`src/rtl/seq_divider_16.sv`:
```
// seq_divider_16: 16-bit unsigned restoring divider, one quotient bit per cycle.
// Start in IDLE, results and a one-cycle done pulse after the last step.
module seq_divider_16 #(
    parameter int WIDTH = 16
) (
    input  logic             clk,
    input  logic             rst_n,
    input  logic             start,
    input  logic [WIDTH-1:0] dividend,
    input  logic [WIDTH-1:0] divisor,
    output logic             busy,
    output logic             done,
    output logic [WIDTH-1:0] quotient,
    output logic [WIDTH-1:0] remainder,
    output logic             div_by_zero
);

    localparam int CW = $clog2(WIDTH + 1);

    typedef enum logic [1:0] {
        IDLE,
        RUN,
        DONE
    } state_t;

    state_t           state;
    logic [CW-1:0]    cnt;
    logic [WIDTH-1:0] dvd;
    logic [WIDTH-1:0] rem;
    logic [WIDTH-1:0] dsr;
    logic             zero;

    logic [WIDTH:0]   shifted;
    logic [WIDTH:0]   diff;
    logic             qbit;
    logic [WIDTH-1:0] rem_nx;
    logic [WIDTH-1:0] q_nx;

    // rem < dsr always holds, so the 17-bit difference cannot overflow
    // and its top bit is a valid sign.
    always_comb begin
        shifted = {rem, dvd[WIDTH-1]};
        diff    = shifted - {1'b0, dsr};
        qbit    = ~diff[WIDTH];
        rem_nx  = qbit ? diff[WIDTH-1:0] : shifted[WIDTH-1:0];
        q_nx    = {dvd[WIDTH-2:0], qbit};
    end

    always_ff @(posedge clk or negedge rst_n) begin
        if (!rst_n) begin
            state       <= IDLE;
            cnt         <= '0;
            dvd         <= '0;
            rem         <= '0;
            dsr         <= '0;
            zero        <= 1'b0;
            busy        <= 1'b0;
            done        <= 1'b0;
            quotient    <= '0;
            remainder   <= '0;
            div_by_zero <= 1'b0;
        end else begin
            done <= 1'b0;
            unique case (state)
                IDLE: begin
                    if (start) begin
                        dvd         <= dividend;
                        dsr         <= divisor;
                        rem         <= '0;
                        zero        <= (divisor == '0);
                        div_by_zero <= 1'b0;
                        busy        <= 1'b1;
                        // a zero divisor takes a single step so done lands after edge N+1
                        cnt         <= (divisor == '0) ? CW'(1) : CW'(WIDTH);
                        state       <= RUN;
                    end
                end
                RUN: begin
                    cnt <= cnt - CW'(1);
                    dvd <= q_nx;
                    rem <= rem_nx;
                    if (cnt == CW'(1)) begin
                        state <= DONE;
                        done  <= 1'b1;
                        if (zero) begin
                            quotient    <= '1;
                            remainder   <= dvd;
                            div_by_zero <= 1'b1;
                        end else begin
                            quotient  <= q_nx;
                            remainder <= rem_nx;
                        end
                    end
                end
                DONE: begin
                    state <= IDLE;
                    busy  <= 1'b0;
                end
                default: begin
                    state <= IDLE;
                    busy  <= 1'b0;
                end
            endcase
        end
    end

endmodule
```
`config.mk`:
```
export PLATFORM = sky130hd
export DESIGN_NAME = seq_divider_16
export DESIGN_NICKNAME = d
export VERILOG_FILES = /design/src/rtl/seq_divider_16.sv
export SDC_FILE = /design/constraint.sdc
export NUM_CORES = 1
export LEC_CHECK = 0
export CORE_MARGIN = 2
export CORE_UTILIZATION = 59
export DETAILED_ROUTE_END_ITERATION = 10
export PLACE_DENSITY = 0.95
export SETUP_SLACK_MARGIN = 0.1
export SLEW_MARGIN = 20
export SYNTH_ARGS = -nofsm -noshare
export SYNTH_HDL_FRONTEND = slang
export SYNTH_SLANG_ARGS = --single-unit
export TNS_END_PERCENT = 10
```
`constraint.sdc`:
```
create_clock -name clk -period 5.7 [get_ports clk]
set_clock_uncertainty 0.15 [all_clocks]
set_input_delay 1.14 -clock clk [delete_from_list [all_inputs] [get_ports clk]]
set_output_delay 1.14 -clock clk [all_outputs]
set_load 0.005 [all_outputs]
```
# ---- Word level (Yosys, flattened, before mapping)
# Index checks and enable logic that the tools add are counted.
dict set report classes {
  n_eq_ne 5
  add_sub_neg 2
  n_mux 21
  n_reduce_logical 9
  n_bitwise 2
}
# operator count
set ops {}
lappend ops {{16-bit two-way mux} 5}
lappend ops {{16-bit one-hot mux with 2 select lines} 2}
lappend ops {{17-bit by 16-bit subtractor with 17-bit output} 1}
lappend ops {{16-bit zero test} 1}
lappend ops {{5-bit two-way mux} 2}
lappend ops {{5-bit one-hot mux with 2 select lines} 1}
lappend ops {{2-bit AND reduction} 5}
lappend ops {{1-bit two-way mux} 6}
lappend ops {{2-bit inequality test, second input constant} 3}
lappend ops {{5-bit by 1-bit == test with 1-bit output, second input constant} 1}
lappend ops {{5-bit by 1-bit subtractor with 5-bit output, second input constant} 1}
lappend ops {{2-bit two-way mux} 2}
lappend ops {{1-bit one-hot mux with 2 select lines} 2}
lappend ops {{2-bit one-hot mux with 2 select lines} 1}
lappend ops {{4-bit AND reduction} 1}
lappend ops {{2-bit by 1-bit == test with 1-bit output, second input constant} 1}
lappend ops {{2-bit zero test} 1}
lappend ops {{1-bit NOT} 2}
lappend ops {{2-bit nonzero test} 1}
dict set report totals {
  register_bits 91
  input_bits 35
  word_cells 50
}

# ---- Logic depth before layout (Yosys ltp)
dict set report depth {
  ltp_word 4
  depth_mapped 12
}

# ---- Least setup slack after synthesis
# OpenSTA, ideal clock, no wires.
dict set report synth_path {
  kind {register to register}
  start {register dvd[15]}
  end {register dvd[0]}
  stages_incl_launch_ff 12
  setup_ns 0.126
  period_less_slack_ns 2.718
  t_arrival_ns 2.442
  n_path_buf 2
  path_slack_ns 2.982
  required_ns 5.424
  cell_sequence {dfrtp_1 inv_1 ha_1 fa_1 nand2b_1 a211oi_1 nor3_1 a2bb2oi_2 and2_4 buf_12 buf_12 a221o_1}
}
dict set report synth_via {
  elab_chain_cells 3
}
# item line
set synth_rtl {}
lappend synth_rtl {{start, declared} 28} ;# logic [WIDTH-1:0] dvd;
lappend synth_rtl {{start signal, assigned} 67} ;# dvd <= dividend;
lappend synth_rtl {{start signal, assigned} 80} ;# dvd <= q_nx;
lappend synth_rtl {{17-bit by 16-bit subtractor with 17-bit output} 43} ;# diff = shifted - {1'b0, dsr};
lappend synth_rtl {{1-bit NOT} 44} ;# qbit = ~diff[WIDTH];
lappend synth_rtl {{16-bit one-hot mux with 2 select lines} 64} ;# unique case (state)
# No other way between the ends.
# A chain may end at the register's enable or synchronous reset.

# ---- Final worst setup path
dict set report layout_path {
  start {register dvd[15]}
  end {register remainder[3]}
}
dict set report layout_via {
  elab_chain_cells 3
}
# item line
set layout_rtl {}
lappend layout_rtl {{17-bit by 16-bit subtractor with 17-bit output} 43}
lappend layout_rtl {{16-bit two-way mux} 45} ;# rem_nx = qbit ? diff[WIDTH-1:0] : shifted[WIDTH-1:0];
lappend layout_rtl {{16-bit two-way mux} 85} ;# if (zero) begin
lappend layout_rtl {{end signal, assigned} 87} ;# remainder <= dvd;
lappend layout_rtl {{end signal, assigned} 91} ;# remainder <= rem_nx;
lappend layout_rtl {{end, declared} 14} ;# output logic [WIDTH-1:0] remainder,
# No other way between the ends.

==> metrics.txt <==
Final setup viols=0; met3 WL=1.11 mm; drt drc=0; max_cap viols=0; Starting Density=60.2%; pin count of the biggest net entering global routing=60; Netlist Area Pre-Place=0.00489 mm^2; PwrDens=700 mW/mm^2; Tcrit/Tclk final=58.9%; count of final hold-check violations=0; Setup WS pre-CTS=2000 ps; Setup CP Type=reg2reg; GRT Total Usage=30.1%; clk sinks=91; H-tree depth=3; post-synth top area cell=dfrtp_1; Critical Path End=remainder[3]; area growth from synthesis to layout=19.0%; Main synth FF type=dfrtp_1; Synth top area share=46.5%; clock-pin slew on the worst setup and hold paths=90 ps; final instance area=0.00583 mm^2; nets@finish=651; total power=4.08 mW; routed wire length=12.8 mm; layout cell share with drive strength beyond 1=5.32%; CTS root buf=clkbuf_8; Post-synth EDFFs=0; global-route wire length before repair=20.8 mm; Syn. warnings=0; Std-Cell Rows=33; fmax=298 MHz; vias=4448; gr ovfl total=0; syn_area_per_cell=9.03 um^2; number of port buffers=69; Die X=95.1 um; r2r setup slk=2340 ps; TritonCTS clock tree=built; Peak VDD IR=0.000334 V; worst reg2reg endpoint=remainder[3]; minimum clock period=3360 ps; Post-CTS Resized=0; commonest non-fill, non-tap cell in the layout=nand2_1; metal2 WL=6.31 mm; Final ANT Viol Nets=0; Yosys reg bits=91; Post-CTS Setup Inserts=0; CP startpoint=dvd[15]; sequential share of the synthesized area=46.5%; total inserted antenna cells=0; Synth Instances=542; Rel. slew slack=35.1%; router iterations before antenna repair=6; DR vias/cell=6.29; Worst EP required=5750 ps; Max FO, Critical Path=18; top cells by area, synth=dfrtp_1 47%, nand2_1 7.1%, o21ai_0 7.1%, ha_1 4.6%, a21oi_1 3.2%; Worst EP arrival=3410 ps; TritonCTS Buffers=9; placer congestion estimate=0.911; Die ar.=0.00904 mm^2; Hold Crit Class=reg2reg; Syn Nets=596; async set-reset flop share out of synthesis=100%; max layer used=met4; Area after DPL=0.00560 mm^2; WL per Instance=18.1 um; crit start category=flop; Reg2Reg Depth=10; number of global-route vias before repair=4177; I/O pin cnt=70; Setup crit end kind=flop; DIE HEIGHT=95.1 um; initial antenna violation count=0; Synth cell types=55; # hold bufs at CTS=0; Worst Tran Pin Value=974 ps; R2R Path Start=dvd[15]; outcome=completed; setup TNS=0 ps; Detailed Place HPWL=9.16 mm; Clock Tree Buf Depth=2; core area=0.00813 mm^2; RSZ-0062 raised after global routing=false; Slew Limit Fails=0; Setup WS post-layout=2340 ps; Starting DRT DRC Count=473; DRT met1 WL=5.06 mm; Pleak=2.57 nW; Clk Latency, worst-skew pair=360 ps; most frequent cells in the layout=93 x nand2_1, 91 x dfrtp_1, 69 x o21ai_0
worst max-delay path: stages, from the launching register on:
cell,delay [ps]
dfrtp_1,400
inv_1,110
ha_1,210
fa_1,220
nand2b_1,160
a211oi_1,110
nor3_1,550
a2bb2oi_2,350
and2_4,410
mux2i_1,340
o211ai_1,170
worst min path at each step:
stage,from,endpoint,slack (ps),cells after the start
finish,quotient[3],quotient[3],320,2
global route,quotient[9],quotient[9],360,2
CTS,quotient[3],quotient[3],330,2
floorplan,dsr[0],dsr[0],300,2
global placement,quotient[9],quotient[9],300,2
detailed placement,quotient[3],quotient[3],310,2
Yosys cell counts (3+ instances only):
| cell | n |
|---|---|
| o21ai_1 | 6 |
| buf_1 | 5 |
| nor4_1 | 5 |
| nor2b_1 | 20 |
| a21oi_1 | 31 |
| a21o_1 | 5 |
| o21ai_0 | 69 |
| a22oi_1 | 15 |
| a211oi_1 | 3 |
| nor2_1 | 16 |
| clkbuf_1 | 22 |
| nand2_1 | 93 |
| mux2i_1 | 12 |
| a31oi_1 | 5 |
| nand3_1 | 24 |
| a21boi_0 | 3 |
| xor2_1 | 3 |
| dfrtp_1 | 91 |
| inv_1 | 26 |
| a21oi_2 | 4 |
| xnor2_1 | 7 |
| nand2b_1 | 5 |
| ha_1 | 18 |
| o211ai_1 | 15 |
routing by layer:
metal  up-vias  track usage [%]
met4         0             11.0
met2       254             49.6
met5         -                0
li1       2023                -
met3        37             4.90
met1      2134             40.4
sequential cells by signal, indices dropped and copies added, names as in the netlist:
register     flops
div_by_zero      1
quotient        16
done             1
state            2
busy             1
dsr             16
rem             16
cnt              5
remainder       16
zero             1
dvd             16
cell families (layout without fill, tap and decap cells):
family	Yosys count	count (layout)	share of synthesized area, %
adders and majority gates	19	19	5.01
AOI/OAI and AO/OA	176	176	22.2
DFF	91	91	46.5
xor gates and xnor gates	10	10	1.79
buffers and inverters	57	117	5.19
and+or+nand+nor	176	176	16.5
muxes	13	13	2.76
through the flow:
step	std cells	utilization, %	hold slack (ps)
after floorplan	542	-	300
after global placement	691	68.9	299
after detailed placement	691	68.9	306
after CTS	707	71.6	327
after global routing	707	71.6	361
final	707	71.6	324
layout make-up:
cell class / count / area, um^2
Inverter: 27 / 101
Clock inverter: 6 / 96.3
Multi-Input combinational cell: 394 / 2370
Clock buffer: 10 / 128
Fill cell: 565 / 2310
Tap cell: 105 / 131
Timing Repair Buffer: 74 / 726
Sequential cell: 91 / 2280
where the power goes:
group	internal, mW	switching (mW)
clock	0.253	0.237
combinational	1.02	1.36
sequential	0.961	0.253
No activity file was read; power rests on OpenSTA's default activity.
